`src/rtl/bip_sequencer_if.sv`:
```
// Host-side bus of the BIP sequencer: command handshake plus byte-wide report stream.
// master = host/sink side, slave = sequencer side.
interface bip_sequencer_if;
  logic       cmd_valid;
  logic [1:0] cmd;
  logic       cmd_ready;
  logic       tx_valid;
  logic       tx_ready;
  logic [7:0] tx_data;

  modport master (
    output cmd_valid, cmd, tx_ready,
    input  cmd_ready, tx_valid, tx_data
  );

  modport slave (
    input  cmd_valid, cmd, tx_ready,
    output cmd_ready, tx_valid, tx_data
  );
endinterface

```
`src/rtl/bip_sequencer.sv`:
```
// Run/step/abort sequencer for a BIP CPU with a 4-byte status report after every stop.
// Optional run-limit watchdog enabled by defining SEQ_CYCLE_LIMIT_EN.
module bip_sequencer #(
  parameter int len_addr   = 11,
  parameter int len_opcode = 5,
  parameter int len_cnt    = 16,
  parameter int MAX_CYCLES = 1000
) (
  input  logic                  clk,
  input  logic                  reset,
  bip_sequencer_if.slave        host,
  input  logic [len_opcode-1:0] Opcode,
  input  logic [len_addr-1:0]   pc,
  output logic                  cpu_ena,
  output logic                  cpu_clear,
  output logic                  halted,
  output logic                  timeout
);

  if (len_cnt < 9 || len_cnt > 16 || MAX_CYCLES < 0) begin : g_param_check
    $error("bip_sequencer: len_cnt must be 9..16 and MAX_CYCLES non-negative");
  end

  localparam logic [1:0] CMD_RUN   = 2'b01;
  localparam logic [1:0] CMD_STEP  = 2'b10;
  localparam logic [1:0] CMD_ABORT = 2'b11;

  typedef enum logic [2:0] {IDLE, RUN, STEP, REPORT, HALT} state_t;

  state_t               state_reg, state_next;
  state_t               ret_reg, ret_next;
  logic [len_cnt-1:0]   cnt_reg, cnt_next, cnt_sat;
  logic [1:0]           idx_reg, idx_next;
  logic [len_addr-1:0]  pc_lat_reg, pc_lat_next;
  logic [15:0]          cnt_ext, pc_ext;
  logic [7:0]           report_byte;
  logic                 op_nz;
  logic                 cmd_run, cmd_step, cmd_abort;

`ifdef SEQ_CYCLE_LIMIT_EN
  localparam logic [len_cnt-1:0] cnt_limit = len_cnt'(MAX_CYCLES);
  logic timeout_reg, timeout_next;
  assign timeout = timeout_reg;
`else
  assign timeout = 1'b0;
`endif

  assign op_nz     = (Opcode != '0);
  assign cmd_run   = host.cmd_valid && (host.cmd == CMD_RUN);
  assign cmd_step  = host.cmd_valid && (host.cmd == CMD_STEP);
  assign cmd_abort = host.cmd_valid && (host.cmd == CMD_ABORT);
  assign cnt_sat   = (cnt_reg == '1) ? cnt_reg : cnt_reg + 1'b1;
  assign cnt_ext   = 16'(cnt_reg);
  assign pc_ext    = 16'(pc_lat_reg);
  assign halted    = (state_reg == HALT);

  always_comb begin
    case (idx_reg)
      2'd0:    report_byte = cnt_ext[15:8];
      2'd1:    report_byte = cnt_ext[7:0];
      2'd2:    report_byte = pc_ext[15:8];
      default: report_byte = pc_ext[7:0];
    endcase
  end

  always_ff @(posedge clk or negedge reset) begin
    if (!reset) begin
      state_reg  <= IDLE;
      ret_reg    <= IDLE;
      cnt_reg    <= '0;
      idx_reg    <= 2'd0;
      pc_lat_reg <= '0;
`ifdef SEQ_CYCLE_LIMIT_EN
      timeout_reg <= 1'b0;
`endif
    end else begin
      state_reg  <= state_next;
      ret_reg    <= ret_next;
      cnt_reg    <= cnt_next;
      idx_reg    <= idx_next;
      pc_lat_reg <= pc_lat_next;
`ifdef SEQ_CYCLE_LIMIT_EN
      timeout_reg <= timeout_next;
`endif
    end
  end

  // pc is captured on the edge entering REPORT: the address of the last instruction considered.
  always_comb begin
    state_next     = state_reg;
    ret_next       = ret_reg;
    cnt_next       = cnt_reg;
    idx_next       = idx_reg;
    pc_lat_next    = pc_lat_reg;
`ifdef SEQ_CYCLE_LIMIT_EN
    timeout_next   = timeout_reg;
`endif
    cpu_ena        = 1'b0;
    cpu_clear      = 1'b0;
    host.cmd_ready = 1'b0;
    host.tx_valid  = 1'b0;
    host.tx_data   = 8'h00;
    case (state_reg)
      IDLE: begin
        host.cmd_ready = 1'b1;
        if (cmd_run)       state_next = RUN;
        else if (cmd_step) state_next = STEP;
      end
      RUN: begin
        host.cmd_ready = 1'b1;
        if (cmd_abort) begin
          state_next  = REPORT;
          ret_next    = IDLE;
          pc_lat_next = pc;
        end else if (!op_nz) begin
          state_next  = REPORT;
          ret_next    = HALT;
          pc_lat_next = pc;
`ifdef SEQ_CYCLE_LIMIT_EN
        end else if (cnt_reg == cnt_limit) begin
          state_next   = REPORT;
          ret_next     = HALT;
          pc_lat_next  = pc;
          timeout_next = 1'b1;
`endif
        end else begin
          cpu_ena  = 1'b1;
          cnt_next = cnt_sat;
        end
      end
      STEP: begin
        cpu_ena     = op_nz;
        cnt_next    = op_nz ? cnt_sat : cnt_reg;
        state_next  = REPORT;
        ret_next    = op_nz ? IDLE : HALT;
        pc_lat_next = pc;
      end
      REPORT: begin
        host.tx_valid = 1'b1;
        host.tx_data  = report_byte;
        if (host.tx_ready) begin
          idx_next = idx_reg + 2'd1;
          if (idx_reg == 2'd3) state_next = ret_reg;
        end
      end
      HALT: begin
        host.cmd_ready = 1'b1;
        if (cmd_run) begin
          cpu_clear    = 1'b1;
          cnt_next     = '0;
`ifdef SEQ_CYCLE_LIMIT_EN
          timeout_next = 1'b0;
`endif
          state_next   = RUN;
        end
      end
      default: state_next = IDLE;
    endcase
  end

endmodule
```
`src/flat_wrapper.sv`:
```
// flat-port wrapper written by rule: the top's interface ports become plain ports
module bip_sequencer_flat 
#(
  parameter int len_addr   = 11,
  parameter int len_opcode = 5,
  parameter int len_cnt    = 16,
  parameter int MAX_CYCLES = 1000
)
  (clk, reset, Opcode, pc, cpu_ena, cpu_clear, halted, timeout, host_cmd_valid, host_cmd, host_tx_ready, host_cmd_ready, host_tx_valid, host_tx_data);
  bip_sequencer_if host_i ();
  input  logic clk;
  input  logic reset;
  input  logic [len_opcode-1:0] Opcode;
  input  logic [len_addr-1:0] pc;
  output logic cpu_ena;
  output logic cpu_clear;
  output logic halted;
  output logic timeout;
  input wire logic [$bits(host_i.cmd_valid)-1:0] host_cmd_valid;
  input wire logic [$bits(host_i.cmd)-1:0] host_cmd;
  input wire logic [$bits(host_i.tx_ready)-1:0] host_tx_ready;
  output wire logic [$bits(host_i.cmd_ready)-1:0] host_cmd_ready;
  output wire logic [$bits(host_i.tx_valid)-1:0] host_tx_valid;
  output wire logic [$bits(host_i.tx_data)-1:0] host_tx_data;
  assign host_i.cmd_valid = host_cmd_valid;
  assign host_i.cmd = host_cmd;
  assign host_i.tx_ready = host_tx_ready;
  assign host_cmd_ready = host_i.cmd_ready;
  assign host_tx_valid = host_i.tx_valid;
  assign host_tx_data = host_i.tx_data;
  bip_sequencer #(.len_addr(len_addr), .len_opcode(len_opcode), .len_cnt(len_cnt), .MAX_CYCLES(MAX_CYCLES)) u_core (.clk(clk), .reset(reset), .host(host_i), .Opcode(Opcode), .pc(pc), .cpu_ena(cpu_ena), .cpu_clear(cpu_clear), .halted(halted), .timeout(timeout));
endmodule
```
`config.mk`:
```
export PLATFORM = sky130hd
export DESIGN_NAME = bip_sequencer_flat
export DESIGN_NICKNAME = d
export VERILOG_FILES = /design/src/rtl/bip_sequencer_if.sv /design/src/rtl/bip_sequencer.sv /design/src/flat_wrapper.sv
export SDC_FILE = /design/constraint.sdc
export NUM_CORES = 1
export LEC_CHECK = 0
export ABC_AREA = 1
export CORE_MARGIN = 3
export CORE_UTILIZATION = 45
export DETAILED_ROUTE_END_ITERATION = 16
export PLACE_DENSITY = 0.76
export SLEW_MARGIN = 5
export SYNTH_ARGS = -nofsm -noshare
export SYNTH_HDL_FRONTEND = slang
export SYNTH_SLANG_ARGS = --single-unit
```
`constraint.sdc`:
```
create_clock -name clk -period 1.7 [get_ports clk]
set_input_delay 0.255 -clock clk [delete_from_list [all_inputs] [get_ports clk]]
set_output_delay 0.255 -clock clk [all_outputs]
set_load 0.01 [all_outputs]
```
==> metrics list, run 1 <==
- TritonCTS created 5 clock buffers.
* GRT overflow: 0
* Horizontal die dimension: 76.0 um
* # rows: 24
* Total DRC errors in the routed layout: 0
- For this run, the number of Yosys warnings is 0.
* Flip-flop cell with the highest count after synthesis: sky130_fd_sc_hd__dfrtp_1
- RSZ-0062 raised after global routing: yes
* Path category of the worst min-delay check: in2async
- The floorplan step defined a core boundary enclosing 0.00453 mm^2.
- In this run the vertical extent of the chip is 76.0 um.
* Top cells by area, synth: sky130_fd_sc_hd__dfrtp_1 37%, sky130_fd_sc_hd__nand2_1 22%, sky130_fd_sc_hd__nor2_1 7.0%
* Max-slew violation count: 0
* Met1 layer wirelength in the final routing: 2600 um
* Number of flip-flops under the largest register name: 16
* Htree depth: 2
- Leakage power figure: 1.54 nW
- Min setup slack post-route: -0.0686 ns
- In this run the mean area of a mapped cell was 6.60 um^2.
- Worst supply voltage drop on vdd: 1.13 mV
* Critical path cell sequence: buf_4 > ha_4 > a21oi_4 > a31oi_4 > buf_2
- Final core area utilization: 0.690
- The repair_antennas step left the layout with diodes totalling 0.
- For this block, the via count after detailed routing is 2331.
- The setup check on the worst reg-to-reg path leaves a slack of 0.12 ns.
- Highest routed layer: met4
- The routed design uses 362 um of met3 wire.
- Across every metal layer, demand over resource in global routing totals 0.220.
- Count of cell instances traversed by the critical path: 5
- The startpoint identified for the worst register-to-register timing path is u_core.cnt_ext[1].
* Capture point of the worst reg-to-reg path: u_core.cnt_ext[7]
- Largest area contributor in the synthesized netlist: sky130_fd_sc_hd__dfrtp_1
- Layout cell share with drive strength beyond 1: 0.264
- Clock Path Buffers: 2
- DR WL met2: 3060 um
- Netlist area before placement: 0.00220 mm^2
- Derived from the worst setup path, the maximum achievable clock frequency is 565 MHz.
- For this design the ratio of total power to cell area is 1520 mW/mm^2.
* Number of antenna violations at the first check in global routing: 0
- For the finished layout, the period the worst path requires is 1.77 ns.
* Ratio of final minimum period to clock period: 1.04
- Length of the first detailed-routing pass in iterations: 4
* Antenna Violating Nets Remaining: 0
* Violations in the final reports: negative setup slack
* Library cell contributing the largest single delay on the critical path: sky130_fd_sc_hd__dfrtp_2
- Ys async rst share: 1.00
* Post-Route Skew: 0.00865 ns
- The critical path is of the reg2out type.
- Data on the critical path is required at its endpoint by 1.44 ns.
* Number of global-route vias before repair: 2261
* Register area share after synthesis: 0.375
* Top-level port count: 36
* Net Count, Synth: 361
- Sum of net half-perimeters after detailed placement: 4280 um
- DR WL/cell: 13.3 um
- Startpoint type of the worst setup path: register
* Placer Congestion: 0.894
- Critical Path Sink: host_tx_data[1]
- Routed Wire Length: 6170 um
- Root Driver: sky130_fd_sc_hd__clkbuf_8
- Count of endpoints failing hold in the final timing report: 0
- The initial utilization of the core area, before any placement, comes to 0.486.
* Worst r2r path cells: 9
- Beginning of the critical path: u_core.idx_reg[0]
- Number of DRC violations after detailed-routing iteration 0: 155
- Category of the worst setup path capture point: output pin
- In this run the tool buffered the top-level ports with 34 buffer cells.
- Count of maximum capacitance violations: 0
- Counting flops with a built-in enable in the synthesized netlist gives 0.
* Signed area change from the synthesized netlist to the final layout: 41.9%
* Status: finished, violations left
- Worst-skew pair later-pin latency: 0.30 ns
* Dominant delay contributor by cell family on the critical path: flip-flops
- After detailed routing, the number of vias per cell comes to 5.03.
- At the worst endpoint, the arrival time is 1.51 ns.
* # nets final: 425
* Largest net degree at the start of global routing: 34
* Hold buffer count at CTS: 0
* Clock tree from TritonCTS: done
- Instance count of the mapped netlist: 334
* Buffers plus inverters on the worst setup path: 2
* Final setup violation count: 8
- Top-area cell type share of the netlist area: 0.375
* DIE AREA: 0.00577 mm^2
- Wire length of the first global-routing pass: 10400 um
* Max stage delay on crit path: 0.45 ns
- Clock-pin slew on the worst setup and hold paths: 0.07 ns
- The clock net in this run drives a total of 33 sinks.
* Worst-case hold slack: 0.360 ns
- Post-route total power: 4.74 mW
- In this run, distinct cell masters in the synthesized netlist total 28.
* Number of storage elements in the synthesis netlist: 33
- Worst Path Max Fanout: 8
## kinds of logic after synthesis
logic type	share of synthesized area
AO/OA/AOI/OAI	0.125
flip-flops	0.375
AND/OR/NAND/NOR	0.379
buffers and inverters	0.0869
XOR/XNOR	0.00398
adder cells (fa/ha/maj)	0.0284
other	0.00170
## timing repair
action | 4_1_cts | 5_1_grt
setup buffers | 4 | 2
resized for setup | 64 | 42
pin swaps | 8 | 12
setup endpoints to repair | 13 | 38
## how the worst min path moves through the flow
stage	slack, ns	cells after the start	from	endpoint
2_1_floorplan	-0.04	0	reset	u_core.cnt_ext[0]
3_3_place_gp	0.46	2	u_core.pc_lat_reg[4]	u_core.pc_lat_reg[4]
3_5_place_dp	0.46	2	u_core.pc_lat_reg[4]	u_core.pc_lat_reg[4]
4_1_cts	0.38	2	reset	u_core.cnt_ext[3]
5_1_grt	0.41	2	reset	u_core.cnt_ext[9]
6_report	0.36	2	reset	u_core.cnt_ext[9]
## layer usage
metal	track usage	vias up
met4	0.0598	0
li1	-	1175
met3	0.0473	15
met2	0.381	82
met5	0	-
met1	0.277	1059
## power breakdown
group / leakage [nW] / internal (mW) / total, mW / switching [mW]
combinational: 1.07 / 1.16 / 2.70 / 1.54
sequential: 0.420 / 1.04 / 1.31 / 0.271
clock: 0.0540 / 0.426 / 0.727 / 0.301
## synth_stat cells (2+ instances only)
cell and n:
sky130_fd_sc_hd__nand2_1 127, sky130_fd_sc_hd__nor2_1 41, sky130_fd_sc_hd__dfrtp_1 33, sky130_fd_sc_hd__inv_1 30, sky130_fd_sc_hd__a21oi_1 25, sky130_fd_sc_hd__nand3_1 17, sky130_fd_sc_hd__o21ai_0 17, sky130_fd_sc_hd__ha_1 5
sky130_fd_sc_hd__inv_2 5, sky130_fd_sc_hd__nand2_4 4, sky130_fd_sc_hd__nand4_1 4, sky130_fd_sc_hd__a31oi_1 3, sky130_fd_sc_hd__buf_2 3, sky130_fd_sc_hd__buf_1 2, sky130_fd_sc_hd__buf_6 2, sky130_fd_sc_hd__clkbuf_1 2
sky130_fd_sc_hd__nor2_4 2, sky130_fd_sc_hd__o21bai_1 2
## stage by stage
step | cells | area (um^2) | setup TNS (ns) | setup slack [ns]
3_5_place_dp | 450 | 2770 | -2.80 | -0.217
4_1_cts | 461 | 2940 | -0.0832 | -0.0273
3_3_place_gp | 450 | 2770 | -1.75 | -0.175
2_1_floorplan | 334 | 2200 | 0 | 0.165
5_1_grt | 463 | 3130 | -0.888 | -0.117
6_report | 463 | 3130 | -0.336 | -0.0686
## worst reg2reg max path, cell delays in order (launching register included)
cell	delay, ns
sky130_fd_sc_hd__dfrtp_2	0.44
sky130_fd_sc_hd__ha_2	0.23
sky130_fd_sc_hd__nand3_2	0.13
sky130_fd_sc_hd__nor2_2	0.15
sky130_fd_sc_hd__nand2_1	0.10
sky130_fd_sc_hd__nand2_4	0.12
sky130_fd_sc_hd__nand2_8	0.09
sky130_fd_sc_hd__nand2_8	0.12
sky130_fd_sc_hd__nand2_1	0.06
sky130_fd_sc_hd__nand2_1	0.08
## cells in the final DEF, fill, tap and decap left out, drive strengths merged, types with 2 or more instances in the layout
cell / instances
a21oi: 26
a31oi: 3
buf: 42
clkbuf: 5
clkdlybuf4s15: 2
clkdlybuf4s50: 21
dfrtp: 33
dlygate4sd2: 2
ha: 5
inv: 35
nand2: 132
nand3: 18
nand4: 4
nor2: 44
o21ai: 17
o21bai: 2
## area by class of cell
type | instances | area, um^2
multi-input cells | 256 | 1420
fillers | 366 | 1410
flip-flops and latches | 33 | 832
repair buffers | 67 | 558
inverters | 35 | 136
well taps | 65 | 81.3
clock buffers | 5 | 68.8
clock inverters | 2 | 35.0
Note: power is estimated with default switching activity, not from simulation.
==> inputs of run 2 (changes only) <==
--- a/config.mk
+++ b/config.mk
@@ -8,6 +8,8 @@
 export ABC_AREA = 1
 export CORE_MARGIN = 3
 export CORE_UTILIZATION = 45
+export CTS_BUF_LIST = sky130_fd_sc_hd__clkbuf_2 sky130_fd_sc_hd__clkbuf_4 sky130_fd_sc_hd__clkbuf_8
+export CTS_CLUSTER_DIAMETER = 120
 export DETAILED_ROUTE_END_ITERATION = 16
 export PLACE_DENSITY = 0.76
 export SLEW_MARGIN = 5
==> results of run 2 <==
No change in the layout: final DEF, timing and power equal those of run 1.
